<file path="config.mk">
export PLATFORM = sky130hd
export DESIGN_NAME = program_loader
export DESIGN_NICKNAME = d
export VERILOG_FILES = /design/src/rtl/program_loader.sv
export SDC_FILE = /design/constraint.sdc
export NUM_CORES = 1
export LEC_CHECK = 0
export ABC_AREA = 1
export BUFFER_PORTS_ARGS = -buffer_cell sky130_fd_sc_hd__buf_2
export CAP_MARGIN = 20
export CORE_UTILIZATION = 48
export DETAILED_ROUTE_END_ITERATION = 7
export GPL_TIMING_DRIVEN = 0
export PLACE_DENSITY = 0.68
export SYNTH_ARGS = -nofsm -noshare
export SYNTH_HDL_FRONTEND = slang
export SYNTH_SLANG_ARGS = --single-unit
</file>
<file path="constraint.sdc">
create_clock -name clk -period 1.9 [get_ports clk]
set_input_delay 0.38 -clock clk [delete_from_list [all_inputs] [get_ports clk]]
set_output_delay 0.38 -clock clk [all_outputs]
set_load 0.01 [all_outputs]
</file>
<file path="src/rtl/program_loader.sv">
// Framed byte-stream loader for the instruction memory: assembles 20-bit words,
// writes one word per WRITE cycle from BASE_ADDR, and validates length and XOR checksum.
module program_loader #(
    parameter int unsigned ADDR_W    = 12,
    parameter int unsigned BASE_ADDR = 0
) (
    input  logic              clk,
    input  logic              reset,
    input  logic              start,
    input  logic [7:0]        rx_data,
    input  logic              rx_valid,
    output logic              rx_ready,
    output logic              mem_we,
    output logic [ADDR_W-1:0] mem_addr,
    output logic [19:0]       mem_wdata,
    output logic              busy,
    output logic              done,
    output logic              error
);

    localparam int unsigned MAX_N = (32'd1 << ADDR_W) - BASE_ADDR;

    typedef enum logic [3:0] {
        S_IDLE,
        S_LEN_HI,
        S_LEN_LO,
        S_B0,
        S_B1,
        S_B2,
        S_WRITE,
        S_CSUM,
        S_DONE,
        S_ERROR
    } state_t;

    state_t            state_q, state_d;
    logic [ADDR_W-1:0] addr_q, addr_d;
    logic [19:0]       wdata_q, wdata_d;
    logic [12:0]       rem_q, rem_d;
    logic [7:0]        acc_q, acc_d;
    logic [4:0]        len_hi_q, len_hi_d;
    logic [3:0]        b0_q, b0_d;
    logic [7:0]        b1_q, b1_d;
    logic [12:0]       n_word;

    assign n_word = {len_hi_q, rx_data};

    always_ff @(posedge clk) begin
        if (reset) begin
            state_q  <= S_IDLE;
            addr_q   <= ADDR_W'(BASE_ADDR);
            wdata_q  <= '0;
            rem_q    <= '0;
            acc_q    <= '0;
            len_hi_q <= '0;
            b0_q     <= '0;
            b1_q     <= '0;
        end else begin
            state_q  <= state_d;
            addr_q   <= addr_d;
            wdata_q  <= wdata_d;
            rem_q    <= rem_d;
            acc_q    <= acc_d;
            len_hi_q <= len_hi_d;
            b0_q     <= b0_d;
            b1_q     <= b1_d;
        end
    end

    always_comb begin
        state_d  = state_q;
        addr_d   = addr_q;
        wdata_d  = wdata_q;
        rem_d    = rem_q;
        acc_d    = acc_q;
        len_hi_d = len_hi_q;
        b0_d     = b0_q;
        b1_d     = b1_q;
        rx_ready = 1'b0;
        busy     = 1'b0;

        case (state_q)
            S_IDLE, S_DONE, S_ERROR: begin
                if (start) begin
                    state_d = S_LEN_HI;
                    addr_d  = ADDR_W'(BASE_ADDR);
                    acc_d   = '0;
                end
            end
            S_LEN_HI: begin
                rx_ready = 1'b1;
                busy     = 1'b1;
                if (rx_valid) begin
                    len_hi_d = rx_data[4:0];
                    state_d  = S_LEN_LO;
                end
            end
            S_LEN_LO: begin
                rx_ready = 1'b1;
                busy     = 1'b1;
                if (rx_valid) begin
                    if (n_word == 13'd0 || 32'(n_word) > MAX_N) begin
                        state_d = S_ERROR;
                    end else begin
                        rem_d   = n_word;
                        state_d = S_B0;
                    end
                end
            end
            S_B0: begin
                rx_ready = 1'b1;
                busy     = 1'b1;
                if (rx_valid) begin
                    if (rx_data[7:4] != 4'h0) begin
                        state_d = S_ERROR;
                    end else begin
                        b0_d    = rx_data[3:0];
                        acc_d   = acc_q ^ rx_data;
                        state_d = S_B1;
                    end
                end
            end
            S_B1: begin
                rx_ready = 1'b1;
                busy     = 1'b1;
                if (rx_valid) begin
                    b1_d    = rx_data;
                    acc_d   = acc_q ^ rx_data;
                    state_d = S_B2;
                end
            end
            S_B2: begin
                rx_ready = 1'b1;
                busy     = 1'b1;
                if (rx_valid) begin
                    wdata_d = {b0_q, b1_q, rx_data};
                    acc_d   = acc_q ^ rx_data;
                    state_d = S_WRITE;
                end
            end
            S_WRITE: begin
                busy  = 1'b1;
                rem_d = rem_q - 13'd1;
                // Address only advances when another word follows, so a full-depth
                // load leaves mem_addr on the last word instead of wrapping to 0.
                if (rem_q == 13'd1) begin
                    state_d = S_CSUM;
                end else begin
                    addr_d  = addr_q + ADDR_W'(1);
                    state_d = S_B0;
                end
            end
            S_CSUM: begin
                rx_ready = 1'b1;
                busy     = 1'b1;
                if (rx_valid) begin
                    state_d = (rx_data == acc_q) ? S_DONE : S_ERROR;
                end
            end
            default: state_d = S_IDLE;
        endcase
    end

    // A WRITE cycle that coincides with reset must not reach the memory.
    assign mem_we    = (state_q == S_WRITE) && !reset;
    assign mem_addr  = addr_q;
    assign mem_wdata = wdata_q;
    assign done      = (state_q == S_DONE);
    assign error     = (state_q == S_ERROR);

endmodule

</file>
==> key figures, run 1 <==
Route
  – Vias: 3976
  – Drt wl/cell: 12.7 um
  – Drt via density: 5.12
  – DRC Markers: 0
  – Post-DRT Antenna Nets: 0
  – Initial drt markers: 252
  – Routed wire length: 9.86 mm
  – Initial DRT Pass Iterations: 6

Floorplanning
  – Core region area: 8180 um2
  – I/O pins: 49
  – Die ar.: 8780 um2
  – DIE HEIGHT: 93.7 um
  – Initial Util: 49.4%
  – Row count: 33
  – Die X: 93.7 um

Power
  – Pwr dens: 1090 nW/um2
  – Pwr Total: 0.00509 W
  – Lkg Pwr: 2.13 nW
  – Maximum VDD drop: 0.000623 V

Timing
  – Part of the cycle the worst path needs: 96.0%
  – Final hold violations: 0
  – Final setup fails: 0
  – Fmax: 548 MHz
  – Max-slew violations: 0
  – Final setup margin: 0.0764 ns
  – Worst-margin pin slew: 0.641 ns
  – Skew final: 0.00936 ns
  – Post-layout minimum cycle time: 1.82 ns
  – Fin Hold WS: 0.377 ns
  – Slew HR: 57.2%

Synthesis
  – Cell count after synthesis: 602
  – Cell area after synthesis: 4040 um2
  – Synth area leaders: dfxtp_1, nand2_1, nor2_1
  – Avg Cell Area, Syn: 6.70 um2
  – Count of cell types in the netlist: 37
  – Sequential area share after synthesis: 36.7%
  – Net Count, Synth: 617
  – Synth Warn #: 0
  – Top cell type's share of synthesized area: 36.7%
  – Leading area contributor after synthesis: dfxtp_1
  – FF+latch count, synth: 74

Worst setup path
  – CP required: 1.52 ns
  – Crit end category: output port
  – WS Path Type: reg2out
  – R2R Path End: mem_addr[6]
  – FF-to-FF Start: state_q[3]
  – Max FO, Critical Path: 8
  – Reg2Reg Depth: 11
  – Worst setup path endpoint: mem_we
  – Worst Setup SP: state_q[3]
  – R2R Setup Slk: 0.16 ns
  – Worst EP arrival: 1.44 ns
  – Setup crit start kind: register

Place
  – DP Area: 4400 um2
  – Dpl hpwl: 7.20 mm
  – Dpl cells: 754
  – RePlAce Congestion: 0.917
  – Port Buf Inserts: 47
  – Pre-CTS setup slack: 0.165 ns

Final layout
  – N_diodes: 0
  – Final non-filler cell total: 776
  – Area grow syn2layout: 15.8%
  – Layout cell share with drive strength beyond 1: 20.1%
  – Nets@finish: 681
  – Most frequent cells in the layout: nand2_1, nor2_1, dfxtp_1, inv_1, o21ai_0
  – Final Instance Area: 4670 um2
  – Most common cell after layout, fill and taps aside: nand2_1

Clock network
  – CTS buffer count: 9
  – CTS clk-pin slew, worst paths: 0.08 ns
  – Hold buffer count at CTS: 0
  – Latest clock arrival within the worst-skew pair: 0.36 ns
  – Root buffer cell: clkbuf_8
  – Maximum root-to-sink buffer count: 2
  – Clk sinks: 74
  – H-tree Lvls: 3
  – CTS tree: built

Global route
  – Initial antenna violation count: 0
  – Gr usage total: 23.4%
  – Global-route wire length before repair: 15.9 mm
  – Global route overflow: 0
  – Vias in the first global route: 3440
  – Largest net degree at the start of global routing: 14

Worst hold path
  – Source of the worst hold timing path: rx_data[6]
  – Min-delay worst type: in2reg

Flow run
  – Max_cap viols: 0

Run status
  – Outcome: finished clean
## cells by family (layout without fill, tap and decap cells)
logic type / after synthesis / after routing / synth area share (%)
AO/OA/AOI/OAI: 90 / 90 / 12.3
adder cells (fa/ha/maj): 3 / 3 / 0.930
XOR/XNOR: 10 / 10 / 2.17
buffers and inverters: 86 / 155 / 9.80
AND/OR/NAND/NOR: 339 / 339 / 38.1
flip-flops: 74 / 74 / 36.7
## cell type report
| class | count | area, um2 |
|---|---|---|
| Sequential cell | 74 | 1480 |
| Multi-Input combinational cell | 442 | 2170 |
| Inverter | 65 | 244 |
| Timing Repair Buffer | 53 | 280 |
| Clock inverter | 6 | 90.1 |
| Tap cell | 105 | 131 |
| Buffer | 21 | 151 |
| Fill cell | 802 | 3500 |
| Clock buffer | 10 | 128 |
## synthesized netlist by cell type
cell / instances
nand3_4: 3
inv_2: 9
clkbuf_1: 7
clkinv_1: 2
nor2_2: 15
o21ai_0: 53
nor3_2: 1
nor3b_1: 1
o21ai_1: 2
nand3_2: 2
buf_6: 6
o21bai_1: 1
dfxtp_1: 74
xor2_1: 1
a21oi_4: 1
nand2_2: 8
a21oi_1: 26
nand2_4: 4
xnor2_1: 9
nor2_8: 1
nor2_4: 3
buf_4: 3
nand3_1: 39
inv_1: 54
nor3_1: 7
o21a_1: 1
nand4_1: 5
ha_1: 3
a211oi_4: 1
nand3b_1: 1
a22oi_1: 1
nor2_1: 114
a21oi_2: 3
buf_2: 4
nand2_1: 135
buf_8: 1
o31ai_1: 1
## flip-flops by register name, indices dropped and copies added (netlist names)
signal / count
b1_q: 8
len_hi_q: 5
rem_q: 13
b0_q: 4
acc_q: 8
state_q: 4
mem_wdata: 20
mem_addr: 12
## where the power goes
part | internal [W] | switching (W) | leakage (nW)
registers | 0.00169 | 0.000124 | 0.599
logic | 0.000683 | 0.00123 | 1.42
clock network | 0.000744 | 0.000620 | 0.107
total | 0.00312 | 0.00197 | 2.13
## stage by stage
stage | util [%] | TNS, ns
floorplan | - | 0
global placement | 53.9 | 0
detailed placement | 53.9 | 0
CTS | 56.5 | 0
global route | 57.2 | -0.0127
finish | 57.2 | 0
## worst max-delay path, stage by stage (launching register included)
cell,delay (ns)
dfxtp_1,0.31
buf_6,0.15
nor2_4,0.15
nand3_4,0.15
nor2_4,0.17
buf_2,0.15
## how the worst min path moves through the flow
stage / end / depth (start not counted)
6_report: b1_q[6] / 3
5_1_grt: b1_q[6] / 3
4_1_cts: b1_q[6] / 3
3_5_place_dp: b1_q[3] / 2
3_3_place_gp: len_hi_q[0] / 2
2_1_floorplan: len_hi_q[0] / 2
## repair_timing
| action | in CTS | in global routing |
|---|---|---|
| resized for setup | 1 | 2 |
| endpoints found under the setup margin | 1 | 2 |
| pin swaps | 0 | 1 |
| buffers inserted | 0 | 6 |
## per-layer routing
layer | global-route usage (%) | vias to the layer above | wire length [um]
li1 | - | 2034 | -
met1 | 30.1 | 1803 | 4560
met2 | 38.0 | 121 | 4630
met3 | 4.21 | 18 | 471
met4 | 10.5 | 0 | 199
met5 | 0 | - | 0
Power figures use the tool's default switching activity.
==> run 2: changes to the inputs <==
Clock period 1.9 ns to 2 ns, I/O delays scaled along.
==> run 2 against run 1 <==
  * Total power fell by 5.3%
  * Worst setup slack improved by 0.0040 ns
  * Die area unchanged
==> key figures, run 2 (synthesized netlist as in run 1, its figures left out) <==
Worst setup path
  – Crit-path cells: inv_2, nand2_4, nor2_2, nor3_2, buf_2
  – CP required: 1.60 ns (+0.08 ns)
  – Worst EP arrival: 1.52 ns (+0.08 ns)
  – Crit end category: output port
  – Max FO, Critical Path: 5 (-3)
  – WS Path Type: reg2out
  – Slowest cell on crit path: dfxtp_1
  – Worst path max stage delay: 0.52 ns (+0.21 ns)
  – Setup crit start kind: register
  – CP Buf/Inv Count: 2 (unchanged)
  – Worst path top cell family by delay: flip-flops

Final layout
  – N_diodes: 0 (unchanged)
  – Final non-filler cell total: 770 (-0.77%)
  – Most common cell after layout, fill and taps aside: nand2_1
  – Layout cell share with drive strength beyond 1: 19.1% (-1.0 points)
  – Most frequent cells in the layout: nand2_1, nor2_1, dfxtp_1, inv_1, o21ai_0
  – Max reg flops: 20 (unchanged)
  – Area grow syn2layout: 14.6%
  – Nets@finish: 675 (-0.88%)

Timing
  – Fmax: 521 MHz
  – Max-slew violations: 0 (unchanged)
  – Setup_tns: 0 ns (unchanged)
  – Slew HR: 58.9% (+1.6 points)
  – Final hold violations: 0 (unchanged)
  – Post-layout minimum cycle time: 1.92 ns
  – RSZ-0062 raised after global routing: false
  – Final setup fails: 0 (unchanged)
  – Part of the cycle the worst path needs: 96.0%
  – Skew final: 0.00827 ns (-0.00109 ns)
  – Worst-margin pin slew: 0.617 ns (-0.0245 ns)

Clock network
  – H-tree Lvls: 3 (unchanged)
  – Clk sinks: 74 (unchanged)
  – Latest clock arrival within the worst-skew pair: 0.35 ns (about the same)
  – Hold buffer count at CTS: 0 (unchanged)
  – CTS tree: built
  – Post-CTS Setup Inserts: 0 (unchanged)
  – Root buffer cell: clkbuf_8
  – Post-CTS Resized: 0 (-1)
  – Maximum root-to-sink buffer count: 2 (unchanged)
  – CTS buffer count: 9 (unchanged)
  – CTS clk-pin slew, worst paths: 0.08 ns (about the same)

Floorplanning
  – Core region area: 8180 um2 (unchanged)
  – Initial Util: 49.4% (unchanged)
  – Die X: 93.7 um (unchanged)
  – Die ar.: 8780 um2 (unchanged)
  – Row count: 33 (unchanged)
  – DIE HEIGHT: 93.7 um (unchanged)
  – I/O pins: 49 (unchanged)

Route
  – Initial DRT Pass Iterations: 5 (-1)
  – Routed wire length: 9.71 mm (-1.6%)
  – Post-DRT Antenna Nets: 0 (unchanged)
  – Drt wl/cell: 12.6 um (-0.82%)
  – Initial drt markers: 243 (-3.6%)
  – DRC Markers: 0 (unchanged)
  – Vias: 3926 (-1.3%)
  – Drt via density: 5.10 (-0.49%)

Power
  – Sw Pwr: 0.00187 W (-5.5%)
  – Maximum VDD drop: 0.000595 V (-4.6%)
  – Lkg Pwr: 2.10 nW (-1.3%)
  – Sequential power share: 35.7% (about the same)
  – Pwr dens: 1040 nW/um2 (-4.3%)
  – Clock network fraction of total power: 26.8% (about the same)
  – Combinational Power Share: 37.5% (about the same)
  – Switching Fraction: 38.7% (-0.087 points)
  – P_int: 0.00296 W (-5.2%)

Place
  – Dpl cells: 754 (unchanged)
  – RePlAce Congestion: 0.917 (unchanged)
  – Dpl hpwl: 7.20 mm (unchanged)
  – Port Buf Inserts: 47 (unchanged)

Global route
  – Initial antenna violation count: 0 (unchanged)
  – Global-route wire length before repair: 15.9 mm (unchanged)
  – Gr usage total: 23.4% (unchanged)
  – Global route overflow: 0 (unchanged)
  – Vias in the first global route: 3440 (unchanged)
  – Largest net degree at the start of global routing: 14 (unchanged)

Flow run
  – Max_cap viols: 0 (unchanged)

Run status
  – Outcome: finished clean

Worst hold path
  – Min-delay worst type: in2reg
[run 2: changes by cell type in the layout (fill, tap and decap cells not counted), sizes merged]
cell,previous run,this run
buf,67,61
[run 2: worst min-delay path, stage by stage]
cell and delay (ns):
buf_2 0.15, inv_1 0.09, a21oi_1 0.06
[run 2: path summary, 6_finish.rpt]
check,from,endpoint,slack (ns),cells past startpoint
worst max register to register,state_q[0],mem_wdata[10],0.27,8
worst max-delay path,state_q[0],rx_ready,0.08,5
worst min register to register,len_hi_q[0],len_hi_q[0],0.48,2
worst min-delay path,rx_data[6],b1_q[6],0.40,3
[run 2: cell type report]
class,instances,area [um2]
fillers,803,3550
clock buffers,10,128
flip-flops and latches,74,1480
repair buffers,47,235
multi-input cells,442,2160
clock inverters,6,90.1
plain buffers,21,151
inverters,65,244
well taps,105,131
[run 2: power groups by stage]
stage / clock network (W) / logic, W / registers, W
6_report: 0.00129 / 0.00181 / 0.00172
5_1_grt: 0.00138 / 0.00203 / 0.00173
4_1_cts: 0.00132 / 0.00182 / 0.00172
3_5_place_dp: 0 / 0.00181 / 0.00175
3_3_place_gp: 0 / 0.00177 / 0.00175
2_1_floorplan: 0 / 0.00146 / 0.00173
[run 2: per-layer routing]
layer	global-route usage (%)	wire (um)
met1	30.1	4560
met2	38.0	4520
met3	4.21	427
met4	10.5	197
met5	0	0
[run 2: stage by stage]
step | hold WS (ns) | area, um2 | total power (W) | util (%) | setup slack [ns]
finish | 0.400 | 4630 | 0.00482 | 56.6 | 0.0804
global route | 0.389 | 4630 | 0.00515 | 56.6 | 0.0107
CTS | 0.377 | 4620 | 0.00486 | 56.5 | 0.0536
detailed placement | 0.467 | 4400 | 0.00356 | 53.9 | 0.245
global placement | 0.458 | 4400 | 0.00352 | 53.9 | 0.270
floorplan | 0.445 | 4040 | 0.00319 | - | 0.553
==> run 3: changes to the inputs <==
Settings changed: CORE_UTILIZATION 48 to 55, PLACE_DENSITY 0.68 to 0.76.
==> run 3 against run 2 <==
  * Non-clock buffer count did not move
  * Routed wire length fell by 4.8%
  * Clock power fell by 5%
  * Clock-buffer cell count fell by 1
  * Via count fell by 0.13%
  * Sequential power barely moved
  * Critical path type unchanged
  * Critical endpoint unchanged
  * Die area fell by 12%
  * Global-route usage rose by 2.3 points
  * Sequential cell count did not move
==> key figures, run 3 (synthesized netlist as in run 1, its figures left out) <==
Floorplanning
  – Die X: 87.7 um (-6.4%)
  – I/O pins: 49 (unchanged)
  – Die ar.: 7690 um2 (-12%)
  – Initial Util: 58.1% (+8.8 points)
  – DIE HEIGHT: 87.7 um (-6.4%)
  – Row count: 30 (-9.1%)
  – Core region area: 6940 um2 (-15%)

Timing
  – RSZ-0062 raised after global routing: false
  – Skew final: 0.0109 ns (+0.00259 ns)
  – Part of the cycle the worst path needs: 96.4% (+0.37 points)
  – Setup_tns: 0 ns (unchanged)
  – Max-slew violations: 0 (unchanged)
  – Fmax: 519 MHz (-0.38%)
  – Final setup fails: 0 (unchanged)
  – Post-layout minimum cycle time: 1.93 ns (+0.00739 ns)
  – Worst-margin pin slew: 0.580 ns (-0.0365 ns)
  – Slew HR: 61.3% (+2.4 points)
  – Final hold violations: 0 (unchanged)

Power
  – Pwr dens: 1030 nW/um2 (-1.2%)
  – Maximum VDD drop: 0.000774 V (+30%)
  – Lkg Pwr: 2.10 nW (-0.21%)

Route
  – Wl on met1: 4.33 mm (-5.1%)
  – Top layer in use: met4
  – Vias: 3921 (-0.13%)
  – DRC Markers: 0 (unchanged)
  – Post-DRT Antenna Nets: 0 (unchanged)
  – Drt wl/cell: 12.1 um (-3.7%)
  – Drt via density: 5.15 (+1.1%)
  – Routed wire length: 9.24 mm (-4.8%)
  – Met2 wire length: 4.29 mm (-5.2%)
  – Initial DRT Pass Iterations: 5 (unchanged)
  – Met3 wire length: 493 um (+15%)
  – Initial drt markers: 278 (+14%)

Worst setup path
  – Reg2Reg Depth: 9 (+1)
  – Worst EP arrival: 1.53 ns (about the same)
  – R2R Path End: rem_q[12]
  – Max FO, Critical Path: 5 (unchanged)
  – Slowest cell on crit path: dfxtp_1
  – Worst setup path endpoint: rx_ready
  – Crit-path cells: inv_2, nand2_4, nor2_2, nor3_2, buf_2
  – R2R Setup Slk: 0.35 ns (+0.08 ns)
  – FF-to-FF Start: rem_q[0]
  – Worst path max stage delay: 0.51 ns (about the same)
  – Worst Setup SP: state_q[0]
  – Setup crit start kind: register
  – Crit end category: output port
  – CP required: 1.60 ns (about the same)
  – WS Path Type: reg2out

Clock network
  – H-tree Lvls: 3 (unchanged)
  – Post-CTS Resized: 0 (unchanged)
  – Hold buffer count at CTS: 0 (unchanged)
  – CTS tree: built
  – Latest clock arrival within the worst-skew pair: 0.35 ns (about the same)
  – Post-CTS Setup Inserts: 0 (unchanged)
  – Root buffer cell: clkbuf_8
  – CTS clk-pin slew, worst paths: 0.09 ns (about the same)
  – CTS buffer count: 9 (unchanged)
  – Clk sinks: 74 (unchanged)
  – Maximum root-to-sink buffer count: 2 (unchanged)

Final layout
  – Most frequent cells in the layout: nand2_1, nor2_1, dfxtp_1, inv_1, o21ai_0
  – Area grow syn2layout: 13.9%
  – Final non-filler cell total: 761 (-1.2%)
  – Most common cell after layout, fill and taps aside: nand2_1
  – Nets@finish: 675 (unchanged)
  – Max reg flops: 20 (unchanged)
  – Layout cell share with drive strength beyond 1: 19.2% (+0.15 points)
  – N_diodes: 0 (unchanged)

Global route
  – Largest net degree at the start of global routing: 16 (+2)
  – Global-route wire length before repair: 15.4 mm (-3.2%)
  – Initial antenna violation count: 0 (unchanged)
  – Global route overflow: 0 (unchanged)
  – Vias in the first global route: 3389 (-1.5%)
  – Gr usage total: 25.6% (+2.3 points)

Flow run
  – Max_cap viols: 0 (unchanged)

Place
  – Dpl cells: 745 (-1.2%)
  – Dpl hpwl: 6.96 mm (-3.3%)
  – RePlAce Congestion: 0.944 (+3.0%)
  – Port Buf Inserts: 47 (unchanged)

Worst hold path
  – Cells on Worst Hold Path: 3 (unchanged)
  – Min-delay worst type: in2reg

Run status
  – Outcome: finished clean
[run 3: cell count changes in the layout (fill, tap and decap cells not counted), sizes merged]
cell,before,now
clkbuf,17,16
inv,64,67
bufinv,2,1
clkinv,4,3
[run 3: metrics by stage]
stage / cell area (um2) / total power (W) / setup WS, ns / utilization (%) / hold slack, ns
floorplan: 4040 / 0.00319 / 0.553 / - / 0.445
CTS: 4600 / 0.00475 / 0.0731 / 66.2 / 0.373
global route: 4600 / 0.00507 / 0.00689 / 66.2 / 0.384
detailed placement: 4390 / 0.00354 / 0.231 / 63.2 / 0.464
global placement: 4390 / 0.00350 / 0.272 / 63.2 / 0.458
finish: 4600 / 0.00474 / 0.0730 / 66.2 / 0.384
[run 3: worst max-delay path, delay by kind of cell, from the launching register on]
| family | cells | cell delay [ns] |
|---|---|---|
| flip-flops | 1 | 0.51 |
| buffers and inverters | 2 | 0.30 |
| AND/OR/NAND/NOR | 3 | 0.36 |
[run 3: power by group]
group / internal [W] / switching (W)
clock: 0.000600 / 0.000622
sequential: 0.00160 / 0.000115
combinational: 0.000647 / 0.00115
[run 3: per-layer routing]
metal  track usage (%)  vias to the layer above
li1                  -                     2022
met1              34.1                     1773
met2              43.1                      111
met3              3.20                       15
met4              8.64                        0
met5                 0                        -
[run 3: worst min path at each step]
stage / from / end / slack [ns]
2_1_floorplan: len_hi_q[0] / len_hi_q[0] / 0.44
3_5_place_dp: len_hi_q[0] / len_hi_q[0] / 0.46
5_1_grt: rx_data[6] / b1_q[6] / 0.38
4_1_cts: rx_data[6] / b1_q[6] / 0.37
6_report: rx_data[6] / b1_q[6] / 0.38
3_3_place_gp: len_hi_q[0] / len_hi_q[0] / 0.46
[run 3: area by class of cell]
cell class                      count  area, um2
Tap cell                           96        120
Timing Repair Buffer               47        235
Clock buffer                        9        124
Sequential cell                    74       1480
Clock inverter                      7       83.8
Multi-Input combinational cell    442       2160
Buffer                             21        151
Fill cell                         622       2340
Inverter                           65        244
